$ cat config.mk
export PLATFORM = sky130hd
export DESIGN_NAME = mac_serial
export DESIGN_NICKNAME = d
export VERILOG_FILES = /design/src/rtl/mac_serial_pkg.sv /design/src/rtl/mult_fixed.sv /design/src/rtl/mac_serial.sv
export SDC_FILE = /design/constraint.sdc
export NUM_CORES = 2
export LEC_CHECK = 0
export BUFFER_PORTS_ARGS = -buffer_cell sky130_fd_sc_hd__buf_2
export CAP_MARGIN = 20
export CORE_AREA = 2 2 355 286
export CTS_BUF_LIST = sky130_fd_sc_hd__clkbuf_8
export CTS_CLUSTER_DIAMETER = 150
export DETAILED_ROUTE_END_ITERATION = 10
export DIE_AREA = 0 0 357 288
export HOLD_SLACK_MARGIN = 0.05
export SYNTH_ARGS = -nofsm -noshare
export SYNTH_HDL_FRONTEND = slang
export SYNTH_SLANG_ARGS = --single-unit
$ cat constraint.sdc
create_clock -name clk -period 2.9 [get_ports clk]
set_input_delay 0.29 -clock clk [delete_from_list [all_inputs] [get_ports clk]]
set_output_delay 0.29 -clock clk [all_outputs]
set_load 0.02 [all_outputs]
$ cat src/rtl/mac_serial_pkg.sv
// Shared definitions for the serial multiply-accumulate datapath:
// default fixed-point format, saturation limits and FSM state encoding.
package mac_serial_pkg;

    // Default Q8.24 format used by the neuron datapath
    localparam int WIDTH_DEF = 32;
    localparam int FRAC_DEF  = 24;

    // Saturation limits for the default width
    localparam logic signed [WIDTH_DEF-1:0] SAT_MAX = {1'b0, {(WIDTH_DEF-1){1'b1}}};
    localparam logic signed [WIDTH_DEF-1:0] SAT_MIN = {1'b1, {(WIDTH_DEF-1){1'b0}}};

    // MAC controller states
    typedef enum logic {
        S_ACC = 1'b0,
        S_OUT = 1'b1
    } state_t;

    // Largest positive value representable in a given width
    function automatic logic [63:0] sat_max_of(input int width);
        logic [63:0] v;
        v = 64'd0;
        for (int i = 0; i < 63; i++) begin
            if (i < width - 1) begin
                v[i] = 1'b1;
            end
        end
        return v;
    endfunction

endpackage

$ cat src/rtl/mult_fixed.sv
// Combinational signed fixed-point multiplier: full-width product, arithmetic
// shift right by FRAC (rounds toward minus infinity), then clamp to the
// WIDTH-bit signed range. o_ovf flags that the clamp was applied.
module mult_fixed
    import mac_serial_pkg::*;
#(
    parameter int WIDTH = WIDTH_DEF,
    parameter int FRAC  = FRAC_DEF
) (
    input  logic [WIDTH-1:0] i_a,
    input  logic [WIDTH-1:0] i_b,
    output logic [WIDTH-1:0] o_p,
    output logic             o_ovf
);

    localparam int PW = 2 * WIDTH;

    localparam logic [WIDTH-1:0] L_MAX = {1'b0, {(WIDTH-1){1'b1}}};
    localparam logic [WIDTH-1:0] L_MIN = {1'b1, {(WIDTH-1){1'b0}}};

    logic signed [PW-1:0]    w_a_ext;
    logic signed [PW-1:0]    w_b_ext;
    logic signed [PW-1:0]    w_full;
    logic signed [PW-1:0]    w_shift;
    logic        [PW-WIDTH:0] w_hi;

    // Sign-extend both operands so the product is exact in PW bits
    assign w_a_ext = {{WIDTH{i_a[WIDTH-1]}}, i_a};
    assign w_b_ext = {{WIDTH{i_b[WIDTH-1]}}, i_b};
    assign w_full  = w_a_ext * w_b_ext;
    assign w_shift = w_full >>> FRAC;

    // Bits above the result sign bit must all match the sign, otherwise clamp
    assign w_hi = w_shift[PW-1:WIDTH-1];

    // Detect overflow of the shifted product and select the clamped result
    always_comb begin
        o_ovf = !((&w_hi) || !(|w_hi));
        o_p   = w_shift[WIDTH-1:0];
        if (o_ovf) begin
            o_p = w_shift[PW-1] ? L_MIN : L_MAX;
        end
    end

endmodule

$ cat src/rtl/mac_serial.sv
// Serial multiply-accumulate stage: accepts N (x, w) terms over a
// valid/ready input, accumulates the saturated products with a saturating
// adder, then holds the dot product and sticky saturation flag on a
// valid/ready output until it is taken.
module mac_serial
    import mac_serial_pkg::*;
#(
    parameter int WIDTH = WIDTH_DEF,
    parameter int FRAC  = FRAC_DEF,
    parameter int N     = 4
) (
    input  logic             clk,
    input  logic             rst,
    input  logic             i_valid,
    output logic             o_ready,
    input  logic [WIDTH-1:0] i_x,
    input  logic [WIDTH-1:0] i_w,
    input  logic             i_clr,
    output logic             o_valid,
    input  logic             i_ready,
    output logic [WIDTH-1:0] o_sum,
    output logic             o_sat
);

    localparam int CW = (N > 1) ? $clog2(N) : 1;
    localparam logic [CW-1:0] CNT_LAST = CW'(N - 1);

    localparam logic [WIDTH-1:0] L_MAX = {1'b0, {(WIDTH-1){1'b1}}};
    localparam logic [WIDTH-1:0] L_MIN = {1'b1, {(WIDTH-1){1'b0}}};

    state_t           r_state;
    state_t           w_state_next;
    logic [WIDTH-1:0] r_acc;
    logic [CW-1:0]    r_cnt;
    logic             r_sat;

    logic             w_accept;
    logic             w_clr;
    logic             w_last;
    logic             w_take;
    logic [WIDTH-1:0] w_prod;
    logic             w_mul_ovf;
    logic [WIDTH:0]   w_sum_ext;
    logic             w_acc_ovf;
    logic [WIDTH-1:0] w_acc_next;

    // Handshake qualifiers decoded straight from the state register
    assign w_accept = i_valid && (r_state == S_ACC);
    assign w_clr    = i_clr   && (r_state == S_ACC);
    assign w_take   = i_ready && (r_state == S_OUT);
    assign w_last   = (r_cnt == CNT_LAST);

    mult_fixed #(
        .WIDTH (WIDTH),
        .FRAC  (FRAC)
    ) u_mult (
        .i_a   (i_x),
        .i_b   (i_w),
        .o_p   (w_prod),
        .o_ovf (w_mul_ovf)
    );

    // Saturating accumulate: one guard bit catches signed overflow
    always_comb begin
        w_sum_ext  = {r_acc[WIDTH-1], r_acc} + {w_prod[WIDTH-1], w_prod};
        w_acc_ovf  = w_sum_ext[WIDTH] ^ w_sum_ext[WIDTH-1];
        w_acc_next = w_sum_ext[WIDTH-1:0];
        if (w_acc_ovf) begin
            w_acc_next = w_sum_ext[WIDTH] ? L_MIN : L_MAX;
        end
    end

    // State register
    always_ff @(posedge clk or posedge rst) begin
        if (rst) begin
            r_state <= S_ACC;
        end else begin
            r_state <= w_state_next;
        end
    end

    // Next-state and handshake outputs; a clear suppresses the final transition
    always_comb begin
        w_state_next = r_state;
        o_ready      = 1'b0;
        o_valid      = 1'b0;
        case (r_state)
            S_ACC: begin
                o_ready = 1'b1;
                if (w_accept && !i_clr && w_last) begin
                    w_state_next = S_OUT;
                end
            end
            S_OUT: begin
                o_valid = 1'b1;
                if (i_ready) begin
                    w_state_next = S_ACC;
                end
            end
            default: begin
                w_state_next = S_ACC;
            end
        endcase
    end

    // Accumulator, term counter and sticky saturation flag
    always_ff @(posedge clk or posedge rst) begin
        if (rst) begin
            r_acc <= '0;
            r_cnt <= '0;
            r_sat <= 1'b0;
        end else if (w_clr) begin
            r_acc <= '0;
            r_cnt <= '0;
            r_sat <= 1'b0;
        end else if (w_accept) begin
            r_acc <= w_acc_next;
            r_sat <= r_sat | w_mul_ovf | w_acc_ovf;
            r_cnt <= w_last ? '0 : r_cnt + CW'(1);
        end else if (w_take) begin
            r_acc <= '0;
            r_sat <= 1'b0;
        end
    end

    // Result is the accumulator itself, so it is stable while o_valid waits
    assign o_sum = r_acc;
    assign o_sat = r_sat;

endmodule

==> run_results.csv <==
group,metric,value,unit
grt,grt_pass1_wl,177900,um
synthesis,syn_inst,4310,
place,gp_congestion,0.8967,
synthesis,yosysUniqueCellTypes,79,
timing,tns,-252360,ps
place,dp_hpwl,97060,um
synthesis,yosysWarnings,0,
place,dp_slack,-8502,ps
worst_setup_path,reg2regPathDepth,13,
layout,nNetsFinal,6166,
clocking,ctsLongestPathBuffers,2,
layout,area_delta_synth_final,19.13,%
die,num_io_pins,104,
layout,fillCellCount,9502,
status,outcome,"finished with violations",
status,violations,"setup timing",
timing,rsz0062_at_grt,"true",
die,die_area,102800,sq um
synthesis,syn-cell-area,39460,sq um
synthesis,syn_nets,5674,
route,vias,29869,
worst_setup_path,slowest_stage,"fa_1",
worst_setup_path,endpoint_kind,"flip-flop",
grt,grt_pass1_vias,32380,
place,placed_area,45740,sq um
synthesis,synth_edf_count,0,
route,wl_per_cell,17.61,um
synthesis,synth_ff_type,"dfrtp_1",
worst_setup_path,crit_top_cell,"fa_1",
clocking,cts_max_level,2,
timing,period_share,364.9,%
route,avgViaCountPerCell,4.876,
synthesis,synth_seq_cells,36,
flow_run,max-cap-violations,0,
route,drt_iter0_drc,1724,
worst_setup_path,critical_path.max_stage_delay,580,ps
worst_setup_path,cp.required,3120,ps
route,drc,0,
die,fp.dieW,357,um
timing,fin_ws,-7681,ps
layout,drive_gt1_share,17.75,%
grt,antenna_found_initial,3,
clocking,cts_root_buf,"clkbuf_8",
clocking,worstSkewPairLatency,290,ps
timing,setup_viol,33,
grt,overflow,0,
timing,fin_crit,10580,ps
min_path,min_path_type,"input port to asynchronous set/reset pin",
route,routed_wl,107900,um
clocking,clk_pin_slew,70,ps
layout,fin_area,47010,sq um
clocking,cts.sink_count,36,
place,io_buffers,103,
clocking,cts_tree,"built",
die,die_y,288,um
worst_setup_path,path_max_fanout,14,
timing,timing.slew.headroom,54.12,%
timing,worst_pin_slew,686.8,ps
grt,track_usage,21.91,%
route,first_pass_iters,5,
synthesis,async_flop_share,100.0,%
worst_setup_path,start_kind,"input port",
clocking,numCtsBuffers,5,
grt,grt_max_degree,37,
synthesis,syn_avg_cell_area,9.156,sq um
timing,fin_skew,2.066,ps
timing,hold_violations,0,
worst_setup_path,rrSetupSlack,-360,ps
worst_setup_path,crit_arrival,10800,ps
die,row_count,104,
die,initial_utilization,39.59,%
timing,drv_slew,0,
timing,fmax,0.09451,GHz
worst_setup_path,crit_type,"input port to flip-flop",
synthesis,seq_area_frac_synth,2.283,%
die,core-area,99680,sq um
route,ant_nets,0,
## flip-flops by register name (all words and copies together), names as in the netlist
signal   flops
o_sat        1
o_sum       32
r_cnt        2
r_state      1
## path summary, 6_finish.rpt
| check | startpoint | to |
|---|---|---|
| max reg2reg | o_sum[5] | o_sum[26] |
| max in group asynchronous | rst | o_sum[23] |
| min | rst | o_sum[16] |
| min in group clk | i_clr | r_cnt[0] |
| max | i_x[13] | o_sum[14] |
| min reg2reg | r_cnt[1] | r_cnt[1] |
## synth_stat cells (3+ instances only)
| cell type | n | share of area, % |
|---|---|---|
| o21ai_1 | 11 | 0.14 |
| nor3b_1 | 4 | 0.076 |
| nand4_1 | 23 | 0.36 |
| nand3_1 | 18 | 0.23 |
| o21bai_1 | 14 | 0.27 |
| dfrtp_1 | 36 | 2.3 |
| nand2_1 | 588 | 5.6 |
| and3_1 | 10 | 0.16 |
| o2111a_1 | 3 | 0.086 |
| mux2i_1 | 3 | 0.076 |
| a21oi_1 | 93 | 1.2 |
| o21ai_0 | 76 | 0.96 |
| a221o_1 | 3 | 0.076 |
| nor4_1 | 4 | 0.063 |
| o31ai_1 | 8 | 0.15 |
| clkbuf_1 | 206 | 2.0 |
| a211oi_1 | 18 | 0.34 |
| nand2b_1 | 13 | 0.21 |
| buf_2 | 14 | 0.18 |
| a221oi_1 | 4 | 0.089 |
| o211ai_1 | 6 | 0.11 |
| and2_1 | 506 | 8.0 |
| a31oi_1 | 11 | 0.17 |
| xor2_1 | 22 | 0.49 |
| nor3_1 | 18 | 0.23 |
| inv_1 | 966 | 9.2 |
| buf_4 | 6 | 0.11 |
| o311ai_0 | 4 | 0.089 |
| o221ai_1 | 3 | 0.067 |
| nor2b_1 | 10 | 0.16 |
| fa_1 | 1082 | 55 |
| ha_1 | 213 | 6.8 |
| o21a_1 | 44 | 0.84 |
| buf_6 | 4 | 0.11 |
| or3_1 | 4 | 0.063 |
| xnor2_1 | 54 | 1.2 |
| a21o_1 | 34 | 0.65 |
| a211o_1 | 3 | 0.067 |
| nor2_1 | 123 | 1.2 |
## repair_timing
item                       4_1_cts  5_1_grt
setup endpoints to repair       33       33
resized for setup              115      102
setup buffers                   11       10
gates cloned                     3        4
hold buffers                     0        0
pin swaps                       22       38
hold endpoints to repair         0        0
## kinds of logic after synthesis
| kind of cell | share of synthesized area, % |
|---|---|
| xor gates and xnor gates | 1.687 |
| and+or+nand+nor | 16.88 |
| muxes | 0.07609 |
| adders and majority gates | 61.64 |
| buffers and inverters | 11.58 |
| AOI/OAI and AO/OA | 5.856 |
| DFF | 2.283 |
## per-stage QoR
step / utilization [%] / std cells / hold slack (ps)
floorplan: - / 4310 / 398.3
global placement: 45.88 / 6093 / 414.7
detailed placement: 45.88 / 6093 / 429.1
CTS: 46.59 / 6111 / 115.2
global route: 47.16 / 6125 / 153.5
finish: 47.17 / 6126 / 102.9
## area by class of cell
cell class                 count  area, sq um  area share [%]
multi-input combinational   3076        34720           73.84
sequential                    36        900.9           1.916
tap                         1325         1658           3.526
clock buffer                   5        68.82          0.1464
antenna                        1        2.502        0.005323
inverter                     966         3633           7.729
timing repair buffer         717         6035           12.84
## worst max-delay path: cells and delay by family
family	cells	cell delay, ps
compound gates	12	2490
fa+ha+maj	10	4600
buf+inv	6	850
simple gates	11	2570
## per-layer routing
layer  vias to the layer above  global-route usage [%]  part of all wire [%]
li1                      13630                       -                     -
met1                     15530                   31.93                    46
met2                       611                   36.31                    48
met3                        94                   2.365                   4.7
met4                         4                   2.626                   1.5
met5                         -                       0                 0.025
## cells in the final DEF, fill, tap and decap left out, types with 10 or more instances in the layout
| master | netlist | routed |
|---|---|---|
| fa_1 | 1082 | 1066 |
| inv_1 | 966 | 955 |
| nand2_1 | 588 | 582 |
| buf_4 | 6 | 568 |
| and2_1 | 506 | 501 |
| ha_1 | 213 | 186 |
| nor2_1 | 123 | 114 |
| a21oi_1 | 93 | 89 |
| buf_2 | 14 | 59 |
| xnor2_1 | 54 | 52 |
| o21ai_0 | 76 | 45 |
| o21a_1 | 44 | 44 |
| buf_12 | 0 | 37 |
| dfrtp_1 | 36 | 36 |
| a21o_1 | 34 | 34 |
| o21ai_1 | 11 | 32 |
| buf_6 | 4 | 31 |
| ha_4 | 0 | 25 |
| nand4_1 | 23 | 23 |
| xor2_1 | 22 | 22 |
| nand3_1 | 18 | 18 |
| nor3_1 | 18 | 17 |
| fa_2 | 0 | 16 |
| o21bai_1 | 14 | 14 |
| a211oi_1 | 18 | 14 |
| nand2b_1 | 13 | 13 |
| a31oi_1 | 11 | 10 |
Power is not shown: default switching activity piles up to over one toggle a cycle in this logic, so the estimate is an artifact.
